File: src/rtl/dmi_dr_engine.sv
// dmi_dr_engine: parametrised DMI data register with posted request queue; optional response timeout via DMI_TIMEOUT_EN
module dmi_dr_engine #(
  parameter int AbitsW        = 7,
  parameter int DataW         = 32,
  parameter int QDepth        = 2,
  parameter int TimeoutCycles = 1024
) (
  input  logic                        clk_i,
  input  logic                        rst_i,
  input  logic                        test_logic_reset_i,
  input  logic                        capture_dr_i,
  input  logic                        shift_dr_i,
  input  logic                        update_dr_i,
  input  logic                        dmi_access_i,
  input  logic                        dtmcs_select_i,
  input  logic                        dmi_reset_i,
  input  logic                        dmi_tdi_i,
  output logic                        dmi_tdo_o,
  output logic [1:0]                  error_o,
  output logic [AbitsW+DataW+1:0]     req_o,
  output logic                        req_valid_o,
  input  logic                        req_ready_i,
  input  logic [DataW+1:0]            resp_i,
  input  logic                        resp_valid_i,
  output logic                        resp_ready_o
);
  localparam int DrW = AbitsW + DataW + 2;
  localparam int PW  = QDepth > 1 ? $clog2(QDepth) : 1;
  localparam int CW  = $clog2(QDepth + 1);
  typedef enum logic {IDLE, WAIT} state_e;
  state_e            state_q, state_d;
  logic [DrW-1:0]    dr_q;
  logic [DrW-1:0]    mem_q [QDepth];
  logic [PW-1:0]     rptr_q, wptr_q, rnxt, wnxt;
  logic [CW-1:0]     cnt_q;
  logic [AbitsW-1:0] addr_q;
  logic [DataW-1:0]  data_q;
  logic [1:0]        error_q, error_d, st;
  logic              rd_q, rd_fl_q;
  logic              cap, shf, upd, push, pop, full, empty, resp_fire, flush, busy, tmo;
`ifdef DMI_TIMEOUT_EN
  localparam int TW = TimeoutCycles > 1 ? $clog2(TimeoutCycles) : 1;
  logic [TW-1:0] tmo_q;
  assign tmo = (state_q == WAIT) & ~resp_valid_i & (tmo_q == TW'(TimeoutCycles - 1));
  // response timeout counter, cleared on each issue
  always_ff @(posedge clk_i) begin
    if (rst_i) tmo_q <= '0;
    else tmo_q <= pop ? '0 : (state_q == WAIT) ? tmo_q + TW'(1) : tmo_q;
  end
`else
  logic unused_timeout;
  assign tmo = 1'b0;
  assign unused_timeout = TimeoutCycles > 0;
`endif
  assign dmi_tdo_o    = dr_q[0];
  assign error_o      = error_q;
  assign req_o        = mem_q[rptr_q];
  assign req_valid_o  = (state_q == IDLE) & ~empty;
  assign resp_ready_o = state_q == WAIT;
  // strobe decode, queue status from registered state, error priority (clear > busy > failed)
  always_comb begin
    cap       = capture_dr_i & dmi_access_i;
    shf       = shift_dr_i & dmi_access_i;
    full      = cnt_q == CW'(QDepth);
    empty     = cnt_q == '0;
    upd       = update_dr_i & dmi_access_i & (error_q == 2'd0) & (dr_q[1] ^ dr_q[0]);
    push      = upd & ~full & ~rd_q;
    pop       = (state_q == IDLE) & ~empty & req_ready_i;
    resp_fire = (state_q == WAIT) & resp_valid_i;
    flush     = resp_fire & (resp_i[1:0] != 2'd0) | tmo;
    busy      = upd & (full | rd_q) | cap & rd_q;
    error_d   = (dmi_reset_i & dtmcs_select_i) ? 2'd0 : busy ? 2'd3 : (flush & error_q != 2'd3) ? 2'd2 : error_q;
    st        = (error_q == 2'd3 | rd_q) ? 2'd3 : error_q;
    rnxt      = rptr_q == PW'(QDepth - 1) ? '0 : rptr_q + PW'(1);
    wnxt      = wptr_q == PW'(QDepth - 1) ? '0 : wptr_q + PW'(1);
    state_d   = pop ? WAIT : (resp_fire | tmo) ? IDLE : state_q;
  end
  // data register: capture, shift; Test-Logic-Reset clears only this
  always_ff @(posedge clk_i) begin
    if (rst_i || test_logic_reset_i) dr_q <= '0;
    else if (cap) dr_q <= {addr_q, data_q, st};
    else if (shf) dr_q <= {dmi_tdi_i, dr_q[DrW-1:1]};
  end
  // posted request queue; a failed response or timeout drops everything queued
  always_ff @(posedge clk_i) begin
    if (rst_i) begin
      for (int i = 0; i < QDepth; i++) mem_q[i] <= '0;
      rptr_q <= '0;
      wptr_q <= '0;
      cnt_q  <= '0;
    end else if (flush) begin
      rptr_q <= '0;
      wptr_q <= '0;
      cnt_q  <= '0;
    end else begin
      if (push) mem_q[wptr_q] <= dr_q;
      wptr_q <= push ? wnxt : wptr_q;
      rptr_q <= pop ? rnxt : rptr_q;
      cnt_q  <= cnt_q + CW'(push) - CW'(pop);
    end
  end
  // issue FSM, read-pending tracking, sticky error and last addr/data
  always_ff @(posedge clk_i) begin
    if (rst_i) begin
      state_q <= IDLE;
      rd_q    <= 1'b0;
      rd_fl_q <= 1'b0;
      error_q <= 2'd0;
      addr_q  <= '0;
      data_q  <= '0;
    end else begin
      state_q <= state_d;
      error_q <= error_d;
      rd_q    <= ~(flush | resp_fire & rd_fl_q) & (rd_q | push & (dr_q[1:0] == 2'd1));
      rd_fl_q <= pop ? (req_o[1:0] == 2'd1) : rd_fl_q;
      addr_q  <= push ? dr_q[DrW-1:DataW+2] : addr_q;
      data_q  <= push ? dr_q[DataW+1:2] : (resp_fire & rd_fl_q) ? resp_i[DataW+1:2] : data_q;
    end
  end
endmodule

File: config.mk
export PLATFORM = sky130hd
export DESIGN_NAME = dmi_dr_engine
export DESIGN_NICKNAME = d
export VERILOG_FILES = /design/src/rtl/dmi_dr_engine.sv
export SDC_FILE = /design/constraint.sdc
export NUM_CORES = 1
export LEC_CHECK = 0
export BUFFER_PORTS_ARGS = -buffer_cell sky130_fd_sc_hd__buf_2
export CORE_ASPECT_RATIO = 1.5
export CORE_UTILIZATION = 63
export DETAILED_ROUTE_END_ITERATION = 8
export PLACE_DENSITY = 0.83
export SLEW_MARGIN = 5
export SYNTH_ARGS = -nofsm -noshare
export SYNTH_HDL_FRONTEND = slang
export SYNTH_SLANG_ARGS = --single-unit
File: constraint.sdc
create_clock -name clk_i -period 9.2 [get_ports clk_i]
set_clock_uncertainty 0.2 [all_clocks]
set_input_delay 0.92 -clock clk_i [delete_from_list [all_inputs] [get_ports clk_i]]
set_output_delay 0.92 -clock clk_i [all_outputs]
set_load 0.01 [all_outputs]
[Word level (Yosys, flattened, before mapping)]
Memories as Yosys holds them, arrays and structs flattened. A register that Yosys moved wholly into a read port is not among the register bits.
Index checks and enable logic that the tools add are counted.
Operators by class
  add/subtract/negate cells: 4
  equal/unequal tests: 5
  multiplexer cells: 22
  bitwise gates (word level): 29
  reduce and logical (&&, ||, !) cells: 11
Operators with widths (number)
  41-bit two-way mux: 3
  32-bit two-way mux: 2
  41-bit OR reduction: 1
  1-bit AND: 18
  1-bit two-way mux: 14
  2-bit nonzero test: 5
  2-bit two-way mux: 3
  1-bit NOT: 5
  1-bit bitwise OR: 5
  2-bit by 1-bit equality test with 1-bit output, second input constant: 2
  2-bit equality test, second input constant: 2
  2-bit logical NOT: 2
  2-bit OR reduction: 2
  1-bit adder, second input constant: 2
  2-bit by 1-bit adder with 2-bit output: 1
  2-bit inequality test, second input constant: 1
  2-bit by 1-bit subtractor with 2-bit output: 1
  1-bit logical OR: 1
  1-bit XOR: 1
Storage, ports and cells
  register bits: 89
  memory bits (writable): 82
  output and inout port bits: 46
  logic and storage cells: 82
  memories kept: 1
Memory list
  mem_q: depth 2, width 41, rd ports 1, clocked after Yosys merged registers in 1, write ports 2, line 33  | logic [DrW-1:0] mem_q [QDepth];

[Longest topological paths before layout]
  word-level depth: 11
  depth in mapped cells: 13

[Worst setup path after synthesis]
Ideal clock, no wire load.
  kind: input port to flip-flop
  from: in update_dr_i
  to: mem mem_q[0][0] in the netlist's numbering (enable)
  library setup time: 397 ps
  data arrival time: 2836 ps
  slack: 5767 ps
  stages: 5
  cells stage by stage: or4b_1 > buf_2 > nor3_4 > clkbuf_1 > a21o_1
RTL lines
  start: declaration: line 13  | input logic update_dr_i,
  end: declaration: line 33

[Worst setup path after layout]
  from: in dmi_access_i
  to: reg cnt_q[1]
Between the ends
  word-level cells in the longest chain between the ends: 7
RTL lines
  start: declaration: line 14  | input logic dmi_access_i,
  1-bit AND (3 in a row): line 66  | upd = update_dr_i & dmi_access_i & (error_q == 2'd0) & (dr_q[1] ^ dr_q[0]);
  1-bit AND (2 in a row): line 67  | push = upd & ~full & ~rd_q;
  2-bit by 1-bit adder with 2-bit output: line 99  | cnt_q <= cnt_q + CW'(push) - CW'(pop);
  2-bit by 1-bit subtractor with 2-bit output: line 99
  end signal: assignment: line 99
  end: declaration: line 35  | logic [CW-1:0] cnt_q;
No other way between the ends.
A chain may end at the register's enable or synchronous reset.

==> results.yml <==
clocking:
  cts-root-buf: "clkbuf_16"
  postCtsSetupRepairBufs: 0
  cts_buffers: 17
  postCtsHoldBufs: 0
  path_clk_slew_ps: 60
  clk-insertion-delay-late_ps: 420
  h-tree-depth: 4
  tritoncts: "built"
  cts_resized: 0
  cts_num_sinks: 172
  cts.path.max_buffers: 2
worst_setup_path:
  cp.arrival_ps: 5120
  slowest_delay_ps: 810
  cp_num_cells: 12
  worst-path-max-fanout: 78
  crit_required_ps: 9340
  crit_family: "buffers and inverters"
  reg2reg_depth: 13
  path_cells: "buf_2 > nand2b_1 > buf_4 > nor3_4 > buf_4 > inv_2 > ha_1 > inv_1 > ha_1 > xor2_1 > and2_1 > nor3_1"
  path_buf_inv: 5
  crit_slowest_cell: "nand2b_1"
  end_kind: "register"
  crit_type: "primary input to register"
  start_kind: "primary input"
synthesis:
  synth_cells: 789
  ys_types: 45
  syn_area_per_cell_um2: 10.0
  ys.flop_type: "dfxtp_1"
  synth.top_cell.area_share_pct: 31.2
  synth-seq-area-share_pct: 54.0
  yosys-top-cells-count: "90 x dfxtp_1, 82 x edfxtp_1, 77 x and3_1"
  synth_edf_count: 82
  synth_most_common_cell: "dfxtp_1"
  yosys_warnings: 0
  ys_ff_latch: 172
  syn_area_mm2: 0.00789
  synth_area_leaders: "edfxtp_1 31%, dfxtp_1 23%, and3_1 6.1%, mux2_2 5.8%, a22o_1 4.3%"
  synth.net_count: 838
  async_flop_share_pct: 0
  yosys.area.top_type: "edfxtp_1"
detailed_routing:
  vias_per_cell: 6.42
  drcViolationCount: 0
  drtIter0Drc: 623
  routed_wl_um: 18700
  drtPass1Iterations: 6
  antenna_left: 0
  num_vias: 6404
  wl_per_cell_um: 18.7
sta:
  fin_setup_tns_ps: 0
  whs_ps: 285
  rsz0062_at_grt: "false"
  fin_crit_ps: 4980
  drv_slew: 0
  finalHoldViolations: 0
  setup_violations: 0
  relSlewSlack_pct: 27.8
  max_freq_mhz: 201
  worst-slew-pin-transition_ps: 1080
  fin_crit_sh_pct: 54.1
die:
  rows: 49
  core-area_mm2: 0.0121
  die_area_mm2: 0.0130
  die_w_um: 93.4
  die_h_um: 139
  start_util_pct: 65.4
  ios: 92
final_layout:
  antennaDiodeCount: 0
  drive_gt1_share_pct: 21.2
  final_cells: 997
  fillCellCount: 851
  seq_area_mm2: 0.00427
  multi_input_area_mm2: 0.00314
  areaGrowthSynthToFinish_pct: 12.5
  final_area_mm2: 0.00888
  fin_nets: 880
placed_design:
  place_area_mm2: 0.00832
  place.gp.congestion: 0.841
  placed_cells: 965
  portBuffers: 91
  hpwl_um: 11000
power_and_ir_drop:
  peakVddDrop_uv: 168
  p_leak_nw: 3.56
  p_total_mw: 1.85
  power.density_mw_per_mm2: 209
min_path:
  hold_path.class: "register to register"
  hold_depth: 2
global_route:
  grt_max_degree: 84
  grt.total_usage_pct: 29.9
  gr-total-overflow: 0
  antenna_found_initial: 0
  grt_pass1_vias: 6254
  grt_pass1_wl_um: 30100
run:
  drv_cap: 0
outcome:
  status: "complete, no violations"
-- sequential cells by signal (all words and copies together) (netlist names), named ones only --
| register | cells |
|---|---|
| mem_q | 82 |
| dr_q | 41 |
| data_q | 32 |
| addr_q | 7 |
| cnt_q | 2 |
| error_o | 2 |
| rd_fl_q | 1 |
| rd_q | 1 |
| resp_ready_o | 1 |
| rptr_q | 1 |
| wptr_q | 1 |
-- placed cells by master, fill, tap and decap left out, types with 2 or more instances in the layout --
cell type / instances
edfxtp_1: 82
clkinv_1: 3
bufinv_16: 2
a22o_1: 39
o31ai_1: 8
o21a_1: 2
dfxtp_1: 89
inv_6: 2
and3_1: 77
a21boi_0: 2
buf_2: 91
a311oi_1: 32
nand2b_1: 3
or4b_1: 2
nor2_1: 45
a21oi_1: 55
nor3_1: 10
mux2_2: 41
nand2_1: 64
clkinvlp_4: 4
buf_4: 13
clkbuf_1: 4
nand4_1: 7
nor4_1: 32
nor2b_1: 3
inv_1: 45
ha_1: 3
o21ai_0: 43
clkbuf_16: 17
-- final timing paths --
check	from	to	slack, ps
setup / recovery	dmi_access_i	cnt_q[1]$_SDFF_PP0_	4220
hold / removal	addr_q[1]$_SDFFE_PP0P_	addr_q[1]$_SDFFE_PP0P_	280
setup reg to reg	dr_q[1]$_SDFFE_PP0P_	cnt_q[1]$_SDFF_PP0_	5170
hold reg to reg	addr_q[1]$_SDFFE_PP0P_	addr_q[1]$_SDFFE_PP0P_	280
-- layout make-up --
class                      count  share of cell area, %
clock inverter                11                   1.34
timing repair buffer         104                   6.23
multi-input combinational    490                   35.3
tap                          153                   2.16
inverter                      46                   1.94
sequential                   172                   48.0
clock buffer                  21                   4.96
-- metal layers --
layer  vias to the layer above  share of wire, %  GRT usage [%]
met5                         -                 0              0
met4                         0               3.3           15.4
met3                        57               6.6           5.10
met2                       322                53           52.5
met1                      3056                37           34.4
li1                       2969                 -              -
-- per-stage QoR --
stage | worst slack, ps | utilization, %
6_report | 4220 | 73.5
5_1_grt | 3860 | 73.5
4_1_cts | 4340 | 73.5
3_5_place_dp | 3910 | 68.9
3_3_place_gp | 4060 | 68.9
2_1_floorplan | 5770 | -
-- power breakdown --
part / switching (mW) / leakage, nW / internal (mW) / total, mW
Clock: 0.284 / 0.257 / 0.398 / 0.682
Sequential: 0.0485 / 1.58 / 0.834 / 0.882
Combinational: 0.163 / 1.73 / 0.125 / 0.288
-- cells by family (layout without fill, tap and decap cells) --
| kind of cell | after synthesis | in the layout | share of synthesized area [%] |
|---|---|---|---|
| mux | 42 | 42 | 5.98 |
| compound gates | 189 | 189 | 16.1 |
| fa+ha+maj | 3 | 3 | 0.476 |
| flops | 172 | 172 | 54.0 |
| buf+inv | 127 | 182 | 6.50 |
| simple gates | 255 | 255 | 16.9 |
| xor+xnor | 1 | 1 | 0.111 |
-- worst min-delay path, stage by stage (launching register included) --
cell and delay (ps):
dfxtp_1 310, o31ai_1 60, a21oi_1 60
No activity file was read; power rests on OpenSTA's default activity.
